## src/rtl/latch_exerciser.sv

```systemverilog
// Drives a D latch's data and gate with programmable square waves and counts
// cycles where the returned Q/nQ disagree with an internal reference latch.
module latch_exerciser #(
    parameter int CNT_W  = 8,
    parameter int ERR_W  = 16,
    parameter int SETTLE = 2
) (
    input  logic             Clk,
    input  logic             nRst,
    input  logic             start,
    input  logic [CNT_W-1:0] d_half,
    input  logic [CNT_W-1:0] g_half,
    input  logic [CNT_W-1:0] n_cycles,
    input  logic             Q,
    input  logic             nQ,
    output logic             D,
    output logic             En,
    output logic             busy,
    output logic             done,
    output logic [ERR_W-1:0] err_cnt
);
    localparam int SW = (SETTLE < 1) ? 1 : $clog2(SETTLE + 1);
    localparam logic [CNT_W-1:0] CNT_ONE  = CNT_W'(1);
    localparam logic [ERR_W-1:0] ERR_ONE  = ERR_W'(1);
    localparam logic [SW-1:0]    SET_ONE  = SW'(1);
    localparam logic [SW-1:0]    SET_LOAD = SW'(SETTLE);

    typedef enum logic [1:0] {IDLE, RUN, DONE} state_e;

    state_e           state_q;
    logic [CNT_W-1:0] dHalf_q, gHalf_q, nCycles_q;
    logic [CNT_W-1:0] dCnt_q, gCnt_q, perCnt_q;
    logic [SW-1:0]    settle_q, settle_d;
    logic [ERR_W-1:0] errCnt_q, errCnt_d;
    logic             dOut_q, dOut_d, enOut_q, enOut_d;
    logic             busy_q, done_q, expQ_q;
    logic             accept, dWrap, gWrap, lastFall, mismatch;

    always_comb begin
        accept   = (state_q == IDLE) && start && (d_half != '0) && (g_half != '0)
                   && (n_cycles != '0);
        dWrap    = (dCnt_q == dHalf_q - CNT_ONE);
        gWrap    = (gCnt_q == gHalf_q - CNT_ONE);
        lastFall = (state_q == RUN) && gWrap && enOut_q
                   && (perCnt_q + CNT_ONE == nCycles_q);

        dOut_d  = 1'b0;
        enOut_d = 1'b0;
        if ((state_q == RUN) && !lastFall) begin
            dOut_d  = dOut_q ^ dWrap;
            enOut_d = enOut_q ^ gWrap;
        end

        // Any edge on D or En (including the forced return to 0) blanks checking.
        settle_d = '0;
        if ((dOut_d != dOut_q) || (enOut_d != enOut_q)) begin
            settle_d = SET_LOAD;
        end else if (settle_q != '0) begin
            settle_d = settle_q - SET_ONE;
        end

        mismatch = (state_q == RUN) && (settle_q == '0)
                   && ((Q != expQ_q) || (nQ == Q));

        errCnt_d = errCnt_q;
        if (accept) begin
            errCnt_d = '0;
        end else if (mismatch && (errCnt_q != '1)) begin
            errCnt_d = errCnt_q + ERR_ONE;
        end
    end

    always_ff @(posedge Clk or negedge nRst) begin
        if (!nRst) begin
            state_q   <= IDLE;
            dHalf_q   <= '0;
            gHalf_q   <= '0;
            nCycles_q <= '0;
            dCnt_q    <= '0;
            gCnt_q    <= '0;
            perCnt_q  <= '0;
            settle_q  <= '0;
            errCnt_q  <= '0;
            dOut_q    <= 1'b0;
            enOut_q   <= 1'b0;
            busy_q    <= 1'b0;
            done_q    <= 1'b0;
            expQ_q    <= 1'b0;
        end else begin
            dOut_q   <= dOut_d;
            enOut_q  <= enOut_d;
            settle_q <= settle_d;
            errCnt_q <= errCnt_d;
            if (enOut_q) begin
                expQ_q <= dOut_q;
            end
            case (state_q)
                IDLE: begin
                    if (accept) begin
                        dHalf_q   <= d_half;
                        gHalf_q   <= g_half;
                        nCycles_q <= n_cycles;
                        dCnt_q    <= '0;
                        gCnt_q    <= '0;
                        perCnt_q  <= '0;
                        busy_q    <= 1'b1;
                        state_q   <= RUN;
                    end
                end
                RUN: begin
                    dCnt_q <= dWrap ? '0 : dCnt_q + CNT_ONE;
                    gCnt_q <= gWrap ? '0 : gCnt_q + CNT_ONE;
                    if (gWrap && enOut_q) begin
                        perCnt_q <= perCnt_q + CNT_ONE;
                    end
                    if (lastFall) begin
                        dCnt_q   <= '0;
                        gCnt_q   <= '0;
                        perCnt_q <= '0;
                        busy_q   <= 1'b0;
                        done_q   <= 1'b1;
                        state_q  <= DONE;
                    end
                end
                DONE: begin
                    done_q  <= 1'b0;
                    state_q <= IDLE;
                end
                default: state_q <= IDLE;
            endcase
        end
    end

    assign D       = dOut_q;
    assign En      = enOut_q;
    assign busy    = busy_q;
    assign done    = done_q;
    assign err_cnt = errCnt_q;
endmodule

```

## config.mk

```make
export PLATFORM = sky130hd
export DESIGN_NAME = latch_exerciser
export DESIGN_NICKNAME = d
export VERILOG_FILES = /design/src/rtl/latch_exerciser.sv
export SDC_FILE = /design/constraint.sdc
export NUM_CORES = 1
export LEC_CHECK = 0
export BUFFER_PORTS_ARGS = -buffer_cell sky130_fd_sc_hd__buf_2
export CAP_MARGIN = 20
export CORE_MARGIN = 1.5
export CORE_UTILIZATION = 55
export CTS_CLUSTER_DIAMETER = 30
export DETAILED_ROUTE_END_ITERATION = 12
export GPL_TIMING_DRIVEN = 0
export PLACE_DENSITY = 0.76
export SYNTH_ARGS = -nofsm -noshare
export SYNTH_HDL_FRONTEND = slang
export SYNTH_SLANG_ARGS = --single-unit
```

## constraint.sdc

```tcl
create_clock -name Clk -period 3.5 [get_ports Clk]
set_input_delay 0.7 -clock Clk [delete_from_list [all_inputs] [get_ports Clk]]
set_output_delay 0.7 -clock Clk [all_outputs]
set_load 0.005 [all_outputs]
```

==> results_dict.tcl <==
set metrics [dict create \
    area_growth_pct 15.1 \
    critPathArrivalTime_ps 3470 \
    fin_tns_setup_ps 0 \
    portBuffers 48 \
    crit_required_ps 3780 \
    grt_pass1_vias 3071 \
    clk_pin_slew_ps 90 \
    antenna_left 0 \
    syn_area_um2 4110 \
    clock.fmax_ghz 0.313 \
    end_kind "register" \
    drt-pass1-iter-count 4 \
    htreeDepth 3 \
    power_leakage_nw 2.25 \
    peakVddDrop_mv 0.229 \
    placed_area_um2 4490 \
    combPwrFrac_pct 10.8 \
    drc 0 \
    grt_pass1_wl_um 14500 \
    synth_edf_count 0 \
    ys_ff_latch 73 \
    dr_total_vias 3320 \
    synthTopCellsByArea "dfrtp_1 44%, mux2_2 6.3%, xnor2_1 6.2%, xor2_1 4.1%, nand2_1 3.1%" \
    die_w_um 89.4 \
    async_reset_ff_share_pct 100 \
    worst_setup_path_start_kind "register" \
    routabilityCongestion 0.886 \
    ios 49 \
    dieArea_um2 8000 \
    start_util_pct 56.6 \
    slew_headroom_pct 47.0 \
    insertion_delay_ps 340 \
    grt_setup_unrepaired "no" \
    cts_buffers 9 \
    row_count 31 \
    clk_path_buf_depth 2 \
    grt_overflow 0 \
    grt_max_degree 40 \
    tightest_slew_ps 792 \
    p_clk_share_pct 39.9 \
    intPower_mw 1.39 \
    antenna_cells 0 \
    drv_slew 0 \
    hold-worst-slack_ps 306 \
    cellPowerDensity_nw_per_um2 399 \
    syn_inst 417 \
    maxCapViolations 0 \
    drtIter0Drc 242 \
    yosys_most_used_dff "dfrtp_1" \
    synth_cell_types 57 \
    cts_tree "done" \
    seq_power_share_pct 49.3 \
    cts.repair.resized 0 \
    min_period_over_period_pct 91.3 \
    final_area_um2 4730 \
    synth_warnings 0 \
    hpwl_um 6520 \
    via_per_inst 5.71 \
    finalSetupViolCount 0 \
    synth_area_leader_cell "dfrtp_1" \
    register_area_um2 1830 \
    holdCritPathClass "input pin to asynchronous set/reset pin" \
    synth_fp_nets 453 \
    wl_um 8970 \
    ys_seq_area_share_pct 44.5 \
    core_um2 7250 \
    routedWlPerCell_um 15.4 \
    crit_fanout 8 \
    cts_setup_buffers 0 \
    antenna_found_initial 0 \
    hold_viol 0 \
    critPathKind "register to register" \
    cts_root_buf "clkbuf_8" \
    fin_nets 513 \
    p_sw_uw 501 \
    multiInputGateArea_um2 2150 \
    numClockSinks 73 \
    drive_gt1_share_pct 22.0 \
    avgSynthCellArea_um2 9.85 \
    cts_hold_buf 0 \
    grt_usage_pct 23.8 \
    die_h_um 89.4 \
    sw_frac_of_total_pct 26.5 \
    skew_ps 14.8 \
    outcome "complete, no violations" \
    fin_crit_ps 3190 \
    synth_top_area_share_pct 44.5 \
    fillCellCount 593 \
]
-- placed cells by master, fill, tap and decap left out, types with 10 or more instances in the layout --
| cell type | n |
|---|---|
| nand3_1 | 21 |
| clkbuf_8 | 10 |
| inv_1 | 14 |
| xnor2_1 | 29 |
| a21oi_1 | 15 |
| nand2_1 | 34 |
| buf_2 | 50 |
| nor2_1 | 34 |
| o21ai_0 | 21 |
| xor2_1 | 19 |
| mux2_2 | 23 |
| dfrtp_1 | 73 |
-- power by group through the flow --
stage               registers [mW]  clock network, mW  logic (mW)
detailed placement           0.947                  0       0.208
global route                 0.939              0.802       0.239
finish                       0.930              0.754       0.204
CTS                          0.930              0.770       0.208
global placement             0.945                  0       0.193
floorplan                    0.945                  0       0.100
-- per-stage QoR --
stage / setup WS, ps / total power [mW] / instances / util [%]
floorplan: 681 / 1.05 / 417 / -
global placement: 248 / 1.14 / 564 / 61.7
detailed placement: 259 / 1.15 / 565 / 62.0
CTS: 199 / 1.91 / 581 / 65.1
global route: 38.3 / 1.98 / 581 / 65.2
finish: 306 / 1.89 / 581 / 65.2
-- cells in the mapped netlist (5+ instances only) --
cell type,count
a22o_1,7
nand2_1,34
nor2_1,34
ha_1,7
a21o_1,6
inv_1,14
mux2_2,23
nand2b_1,6
nor3_1,9
a31oi_1,6
and3_1,7
o21ai_0,21
or3_1,7
nor4_1,10
nand4_1,5
o31ai_1,5
clkbuf_1,9
xor2_1,19
xnor2_1,29
dfrtp_1,73
nand3_1,21
a21oi_1,15
-- routing by layer --
metal	GRT usage, %	vias to the layer above	routed length [um]
met2	38.7	86	4250
met1	32.3	1605	4200
met5	0	-	0
met4	9.23	0	189
met3	3.32	16	328
li1	-	1613	-
-- critical path: stages (launching register included) --
cell and delay, ps:
dfrtp_1 450, inv_1 80, ha_1 190, clkbuf_1 180, nor4_1 200, a32o_1 160, a22oi_1 80, nor2_1 100
a21oi_1 60, nor4_2 320, ha_1 300, inv_1 100, or3_1 390, or2_2 280, a21oi_1 140, a21o_1 90
-- worst paths after layout --
check	cells after the start	slack, ps	from	endpoint
min in group Clk	1	470	settle_q[0]	settle_q[0]
hold / removal	1	310	nRst	err_cnt[15]
max in group asynchronous	2	2620	nRst	perCnt_q[1]
setup / recovery	15	310	gHalf_q[0]	perCnt_q[7]
hold reg to reg	1	470	settle_q[0]	settle_q[0]
setup reg to reg	15	310	gHalf_q[0]	perCnt_q[7]
-- sequential cells by signal, indices dropped and copies added, names as in the netlist --
name and flops:
done 1, D 1, En 1, state_q 2
dHalf_q 8, gCnt_q 8, busy 1, gHalf_q 8
settle_q 2, dCnt_q 8, err_cnt 16, expQ_q 1
perCnt_q 8, nCycles_q 8
-- cell families after synthesis --
kind of cell / after synthesis / synth area share, %
buffers and inverters: 29 / 3.35
and+or+nand+nor: 154 / 19.5
adders and majority gates: 7 / 2.13
muxes: 24 / 6.55
xor gates and xnor gates: 49 / 10.6
AOI/OAI and AO/OA: 81 / 13.3
DFF: 73 / 44.5
-- area by class of cell --
type	count	area share, %
clock buffers	9	2.62
multi-input cells	315	45.5
flip-flops and latches	73	38.6
plain buffers	15	1.80
repair buffers	49	5.56
inverters	14	1.11
well taps	99	2.62
clock inverters	7	2.17
Note: power is estimated with default switching activity, not from simulation.
